<file path="src/rtl/branch_resolve_queue.sv">
// -----------------------------------------------------------------------------
// branch_resolve_queue
//
// In-order tracking queue that sits directly downstream of a 2-bit saturating
// branch predictor. Fetch branch requests are gated into the predictor, each
// returned prediction is captured into a small FIFO, and when execute resolves
// the oldest in-flight branch the stored prediction is compared against the
// actual outcome. The predictor's update strobe (result/taken) and a
// mispredict pulse are driven one cycle after each accepted resolve.
//
// Optional feature macro: BRQ_STATS_EN
//   When defined, adds saturating statistics counters resolved_cnt and
//   mispred_cnt (CNT_W bits each). When undefined, those ports are absent.
//
// Parameters
//   DEPTH  in-flight branch entries (power of two, >= 2)
//   CNT_W  statistics counter width (only used with BRQ_STATS_EN)
//
// Ports
//   clk            rising-edge clock
//   rst_n          synchronous active-low reset
//   issue          fetch presents a branch needing a prediction
//   request        to predictor, issue & ~full (combinational)
//   prediction     from predictor, valid the cycle after request
//   resolve_valid  execute resolves the oldest in-flight branch
//   resolve_taken  actual direction, qualified by resolve_valid
//   result         to predictor, one-cycle update strobe
//   taken          to predictor, actual direction qualified by result
//   mispredict     pulses with result when stored prediction != actual
//   full / empty   occupancy flags (post-edge state)
//   count          entries reserved
//   underflow      sticky, set by a resolve while empty
//   resolved_cnt   (BRQ_STATS_EN) accepted resolves, saturating
//   mispred_cnt    (BRQ_STATS_EN) mispredicts, saturating
// -----------------------------------------------------------------------------
module branch_resolve_queue #(
  parameter int DEPTH = 4,
  parameter int CNT_W = 16
) (
  input  logic                     clk,
  input  logic                     rst_n,
  input  logic                     issue,
  output logic                     request,
  input  logic                     prediction,
  input  logic                     resolve_valid,
  input  logic                     resolve_taken,
  output logic                     result,
  output logic                     taken,
  output logic                     mispredict,
  output logic                     full,
  output logic                     empty,
  output logic [$clog2(DEPTH):0]   count,
  output logic                     underflow
`ifdef BRQ_STATS_EN
  ,
  output logic [CNT_W-1:0]         resolved_cnt,
  output logic [CNT_W-1:0]         mispred_cnt
`endif
);

  localparam int              AW       = $clog2(DEPTH);
  localparam logic [AW:0]     FULL_CNT = (AW+1)'(DEPTH);
  localparam logic [AW:0]     CNT_ONE  = (AW+1)'(1);
  localparam logic [AW-1:0]   PTR_ONE  = AW'(1);

  // Elaboration-time parameter sanity hooks; both bodies are intentionally
  // empty, the conditions only document the legal parameter space.
  if ((DEPTH < 2) || ((DEPTH & (DEPTH - 1)) != 0)) begin : g_depth_not_pow2
  end
  if (CNT_W < 1) begin : g_cnt_w_too_small
  end

  // ---------------------------------------------------------------------------
  // State
  // ---------------------------------------------------------------------------
  logic            pred_mem_q [DEPTH];
  logic [AW-1:0]   wr_ptr_q,  wr_ptr_d;
  logic [AW-1:0]   rd_ptr_q,  rd_ptr_d;
  logic [AW:0]     count_q,   count_d;
  logic            cap_pend_q, cap_pend_d;
  logic [AW-1:0]   cap_idx_q,  cap_idx_d;
  logic            result_q,   result_d;
  logic            taken_q,    taken_d;
  logic            mispred_q,  mispred_d;
  logic            underflow_q, underflow_d;

  logic            full_w;
  logic            empty_w;
  logic            do_pop;
  logic            pred_cmp;
  logic            mis_now;

  // ---------------------------------------------------------------------------
  // Combinational datapath / next state
  // ---------------------------------------------------------------------------
  // Flags come straight from the registered count, so they reflect the
  // pre-edge occupancy: a resolve in the same cycle cannot open a slot for an
  // issue while full.
  assign full_w  = (count_q == FULL_CNT);
  assign empty_w = (count_q == '0);

  assign request = issue & ~full_w;
  assign do_pop  = resolve_valid & ~empty_w;

  // The entry being resolved may still be waiting for its prediction to land
  // in storage (issued last cycle); in that case compare the live input.
  always_comb begin
    pred_cmp = pred_mem_q[rd_ptr_q];
    if (cap_pend_q && (cap_idx_q == rd_ptr_q)) begin
      pred_cmp = prediction;
    end
  end

  assign mis_now = do_pop & (pred_cmp != resolve_taken);

  always_comb begin
    wr_ptr_d    = wr_ptr_q;
    rd_ptr_d    = rd_ptr_q;
    count_d     = count_q;
    cap_pend_d  = request;
    cap_idx_d   = cap_idx_q;
    result_d    = do_pop;
    taken_d     = do_pop & resolve_taken;
    mispred_d   = mis_now;
    underflow_d = underflow_q | (resolve_valid & empty_w);

    if (request) begin
      wr_ptr_d  = wr_ptr_q + PTR_ONE;
      cap_idx_d = wr_ptr_q;
    end
    if (do_pop) begin
      rd_ptr_d = rd_ptr_q + PTR_ONE;
    end

    unique case ({request, do_pop})
      2'b10:   count_d = count_q + CNT_ONE;
      2'b01:   count_d = count_q - CNT_ONE;
      default: count_d = count_q;
    endcase
  end

  // ---------------------------------------------------------------------------
  // Registers
  // ---------------------------------------------------------------------------
  always_ff @(posedge clk) begin
    if (!rst_n) begin
      wr_ptr_q    <= '0;
      rd_ptr_q    <= '0;
      count_q     <= '0;
      cap_pend_q  <= 1'b0;
      cap_idx_q   <= '0;
      result_q    <= 1'b0;
      taken_q     <= 1'b0;
      mispred_q   <= 1'b0;
      underflow_q <= 1'b0;
    end else begin
      wr_ptr_q    <= wr_ptr_d;
      rd_ptr_q    <= rd_ptr_d;
      count_q     <= count_d;
      cap_pend_q  <= cap_pend_d;
      cap_idx_q   <= cap_idx_d;
      result_q    <= result_d;
      taken_q     <= taken_d;
      mispred_q   <= mispred_d;
      underflow_q <= underflow_d;
    end
  end

  // Prediction storage has no reset; a discarded pending capture is simply
  // suppressed while reset is asserted.
  always_ff @(posedge clk) begin
    if (rst_n && cap_pend_q) begin
      pred_mem_q[cap_idx_q] <= prediction;
    end
  end

  assign result     = result_q;
  assign taken      = taken_q;
  assign mispredict = mispred_q;
  assign full       = full_w;
  assign empty      = empty_w;
  assign count      = count_q;
  assign underflow  = underflow_q;

`ifdef BRQ_STATS_EN
  // ---------------------------------------------------------------------------
  // Saturating statistics counters
  // ---------------------------------------------------------------------------
  localparam logic [CNT_W-1:0] STAT_ONE = CNT_W'(1);

  logic [CNT_W-1:0] resolved_cnt_q, resolved_cnt_d;
  logic [CNT_W-1:0] mispred_cnt_q,  mispred_cnt_d;

  always_comb begin
    resolved_cnt_d = resolved_cnt_q;
    mispred_cnt_d  = mispred_cnt_q;
    if (do_pop && (resolved_cnt_q != '1)) begin
      resolved_cnt_d = resolved_cnt_q + STAT_ONE;
    end
    if (mis_now && (mispred_cnt_q != '1)) begin
      mispred_cnt_d = mispred_cnt_q + STAT_ONE;
    end
  end

  always_ff @(posedge clk) begin
    if (!rst_n) begin
      resolved_cnt_q <= '0;
      mispred_cnt_q  <= '0;
    end else begin
      resolved_cnt_q <= resolved_cnt_d;
      mispred_cnt_q  <= mispred_cnt_d;
    end
  end

  assign resolved_cnt = resolved_cnt_q;
  assign mispred_cnt  = mispred_cnt_q;
`endif

endmodule

</file>
<file path="config.mk">
export PLATFORM = sky130hd
export DESIGN_NAME = branch_resolve_queue
export DESIGN_NICKNAME = d
export VERILOG_FILES = /design/src/rtl/branch_resolve_queue.sv
export SDC_FILE = /design/constraint.sdc
export NUM_CORES = 1
export LEC_CHECK = 0
export BUFFER_PORTS_ARGS = -buffer_cell sky130_fd_sc_hd__buf_4
export CORE_MARGIN = 2
export CORE_UTILIZATION = 46
export CTS_CLUSTER_SIZE = 24
export DETAILED_ROUTE_END_ITERATION = 10
export PLACE_DENSITY_LB_ADDON = 0.25
export SYNTH_ARGS = -nofsm -noshare
export SYNTH_HDL_FRONTEND = slang
export SYNTH_SLANG_ARGS = --single-unit
export TNS_END_PERCENT = 20
</file>
<file path="constraint.sdc">
create_clock -name clk -period 2.2 [get_ports clk]
set_input_delay 0.11 -clock clk [delete_from_list [all_inputs] [get_ports clk]]
set_output_delay 0.11 -clock clk [all_outputs]
set_load 0.01 [all_outputs]
</file>
==> results.yml <==
synthesis:
  synth-edff-count: 4
  synth_area_per_cell_um2: 10.8
  synth.net_count: 84
  netlist_top_cells_area: "sky130_fd_sc_hd__dfxtp_1 39%, sky130_fd_sc_hd__edfxtp_1 15%, sky130_fd_sc_hd__xnor2_1 6.4%"
  synth-async-reset-ratio: 0
  post_synthesis_instance_area_um2: 820
  synth.largest_area_cell: "sky130_fd_sc_hd__dfxtp_1"
  synth_common_cells: "16 x sky130_fd_sc_hd__dfxtp_1, 7 x sky130_fd_sc_hd__and2_1, 6 x sky130_fd_sc_hd__inv_1, 6 x sky130_fd_sc_hd__xnor2_1, 5 x sky130_fd_sc_hd__nand2_1"
  synth_sequential_area_ratio: 0.537
  yosys_register_bits: 20
  synth_most_common_cell: "sky130_fd_sc_hd__dfxtp_1"
  ys_warn_count: 0
  dominantRegCellSynth: "sky130_fd_sc_hd__dfxtp_1"
  yosysTopAreaCellShare: 0.391
  yosys.cell_types.count: 27
  syn-instance-count: 76
timing:
  worst_slew_margin_rel: 0.829
  pins_over_their_slew_limit: 0
  final_period_util: 0.952
  clock.fmax_mhz: 477
  setup-violations-final: 0
  tightest_slew_ns: 0.255
  rsz0062_at_grt: "false"
  setup_tns_after_final_layout_ns: 0
  fin_worst_skew_ns: 0.00155
  hold_viol: 0
  final_period_minus_worst_setup_slack_ns: 2.09
finish:
  postLayoutCellArea_um2: 1040
  final.fill_count: 158
  net_count_final: 107
  syn_to_final_growth_pct: 26.9
  antenna_cells: 0
  final_layout_size_suffix_gt1_frac: 0.337
  finalNonFillerCells: 123
clocking:
  cts.clk_slew.worst_paths_ns: 0.11
  clk_latency_ns: 0.29
  cts_num_sinks: 20
  numCtsBuffers: 3
  htree_num_levels: 1
  ctsLongestPathBuffers: 2
  clock_tree.root_cell: "sky130_fd_sc_hd__clkbuf_4"
  tritoncts: "yes"
critical_path:
  worstPathBufferInverterCount: 1
  worst-setup-path-type: "flip-flop to flip-flop"
  cell_with_the_largest_stage_delay_on_the_worst_path: "sky130_fd_sc_hd__or3b_4"
  crit_family: "simple AND/OR/NAND/NOR gates"
  cp-end-kind: "flip-flop"
  startpoint_type: "flip-flop"
  worst_path_largest_cell_delay_ns: 0.42
  critPathRequiredTime_ns: 2.43
  worst-path-max-fanout: 5
  critical_path.cell_chain: "or3b_4 > nand2_2 > ha_2 > inv_1 > fa_2 > xor2_1 > or3_1 > a21boi_1"
  worst_ep_arrival_time_ns: 2.32
power_and_ir_drop:
  totalPowerFinal_mw: 1.21
  power.static_leakage_nw: 0.436
  power.density_cell_area_nw_per_um2: 1170
  peakVddDrop_mv: 0.692
die:
  floorplan.initialDensity: 0.480
  placement_rows: 15
  ioPinCount: 16
  die_w_um: 46.2
  die_height_um: 46.2
  core_area_um2: 1710
  fp.dieArea_um2: 2140
grt:
  grt_start_max_net_pins: 17
  grt_pass1_wl_mm: 2.26
  number_of_antenna_violations_at_the_first_check_in_global_routing: 0
  global_route.overflow_total: 0
  number_of_global_route_vias_before_repair: 562
  grt_util_all_layers: 0.151
job:
  cap_viol_max_count: 0
outcome:
  status: "finished, final reports clean"
route:
  routed_wirelength_mm: 1.33
  dr.pass1.iters: 2
  route.detailed.vias_per_inst: 4.62
  ant_nets: 0
  dr.first_iter.drc_count: 3
  routed_wire_length_per_instance_um: 10.8
  drc: 0
  vias: 568
placed_design:
  gp_congestion: 0.719
  placed_area_um2: 985
  place_hpwl_um: 996
  placed_cells: 118
  io_buffer_count: 15
worst_hold_path:
  hold_class: "input port to flip-flop"
==> state kept, by name, indices dropped and copies added, names as in the netlist, named ones only <==
signal / flops
cap_idx_q: 2
rd_ptr_q: 2
wr_ptr_q: 2
result: 1
cap_pend_q: 1
count: 3
underflow: 1
mispredict: 1
taken: 1
pred_mem_q: 4
==> cell usage in the layout (no fill, tap or decap), types with 2 or more instances in the layout <==
cell type / instances
sky130_fd_sc_hd__clkbuf_4: 3
sky130_fd_sc_hd__and2_1: 7
sky130_fd_sc_hd__and3_1: 2
sky130_fd_sc_hd__inv_1: 6
sky130_fd_sc_hd__dfxtp_2: 2
sky130_fd_sc_hd__nand3_1: 4
sky130_fd_sc_hd__xor2_1: 2
sky130_fd_sc_hd__xnor2_1: 6
sky130_fd_sc_hd__a21boi_1: 3
sky130_fd_sc_hd__nor2b_1: 2
sky130_fd_sc_hd__buf_4: 19
sky130_fd_sc_hd__nand2_1: 5
sky130_fd_sc_hd__o21ai_0: 2
sky130_fd_sc_hd__dfxtp_1: 13
sky130_fd_sc_hd__nor3_1: 3
sky130_fd_sc_hd__nor2_1: 2
sky130_fd_sc_hd__edfxtp_1: 4
==> timing repair <==
item	in CTS	in global routing
hold buffers	0	0
setup endpoints to repair	0	1
resized for setup	0	7
buffers inserted	0	1
hold endpoints to repair	0	0
==> through the flow <==
stage / setup slack [ns] / hold WS (ns) / util
after global placement: 0.118 / 0.323 / 0.577
after global routing: 0.0130 / 0.00776 / 0.609
after floorplan: 0.00930 / 0.209 / -
final: 0.105 / 0.0205 / 0.609
after CTS: 0.0278 / 0.0141 / 0.598
after detailed placement: 0.0545 / 0.323 / 0.577
==> worst register-to-register path: stages, from the launching register on <==
cell,delay (ns)
sky130_fd_sc_hd__dfxtp_4,0.37
sky130_fd_sc_hd__or3b_4,0.42
sky130_fd_sc_hd__nand2_2,0.09
sky130_fd_sc_hd__ha_2,0.18
sky130_fd_sc_hd__inv_1,0.05
sky130_fd_sc_hd__fa_2,0.33
sky130_fd_sc_hd__xor2_1,0.16
sky130_fd_sc_hd__or3_1,0.30
sky130_fd_sc_hd__a21boi_1,0.14
==> path summary, 6_finish.rpt <==
check | slack, ns | end | cells after the start | startpoint
worst max register to register | 0.11 | count[2] | 8 | count[1]
worst min register to register | 0.50 | cap_idx_q[1] | 2 | wr_ptr_q[1]
worst min-delay path | 0.02 | pred_mem_q[3] | 1 | prediction
worst max-delay path | 0.11 | count[2] | 8 | count[1]
==> final cells by class <==
type	instances	area (um^2)	share of cell area
tap	25	31.3	0.0301
clock buffer	4	36.3	0.0349
multi-input combinational	49	360	0.347
inverter	6	22.5	0.0217
timing repair buffer	19	143	0.137
sequential	20	447	0.430
==> where the power goes <==
| part | internal, mW | switching, mW |
|---|---|---|
| combinational | 0.273 | 0.223 |
| sequential | 0.459 | 0.0523 |
| clock | 0.101 | 0.104 |
| total | 0.833 | 0.380 |
==> cell families (layout without fill, tap and decap cells) <==
| group | Yosys count | in the layout | synth area share |
|---|---|---|---|
| multiplexers | 3 | 3 | 0.0534 |
| XOR/XNOR | 8 | 8 | 0.0855 |
| buffers and inverters | 7 | 29 | 0.0321 |
| AO/OA/AOI/OAI | 7 | 7 | 0.0565 |
| flip-flops | 20 | 20 | 0.537 |
| AND/OR/NAND/NOR | 29 | 29 | 0.195 |
| adder cells (fa/ha/maj) | 2 | 2 | 0.0397 |
==> layer usage <==
metal	global-route usage	vias to the layer above	wire length [um]
met2	0.236	7	683
met4	0.0857	0	12
li1	-	297	-
met3	0.0353	2	40
met5	0	-	0
met1	0.189	262	598
Note: power is estimated with default switching activity, not from simulation.
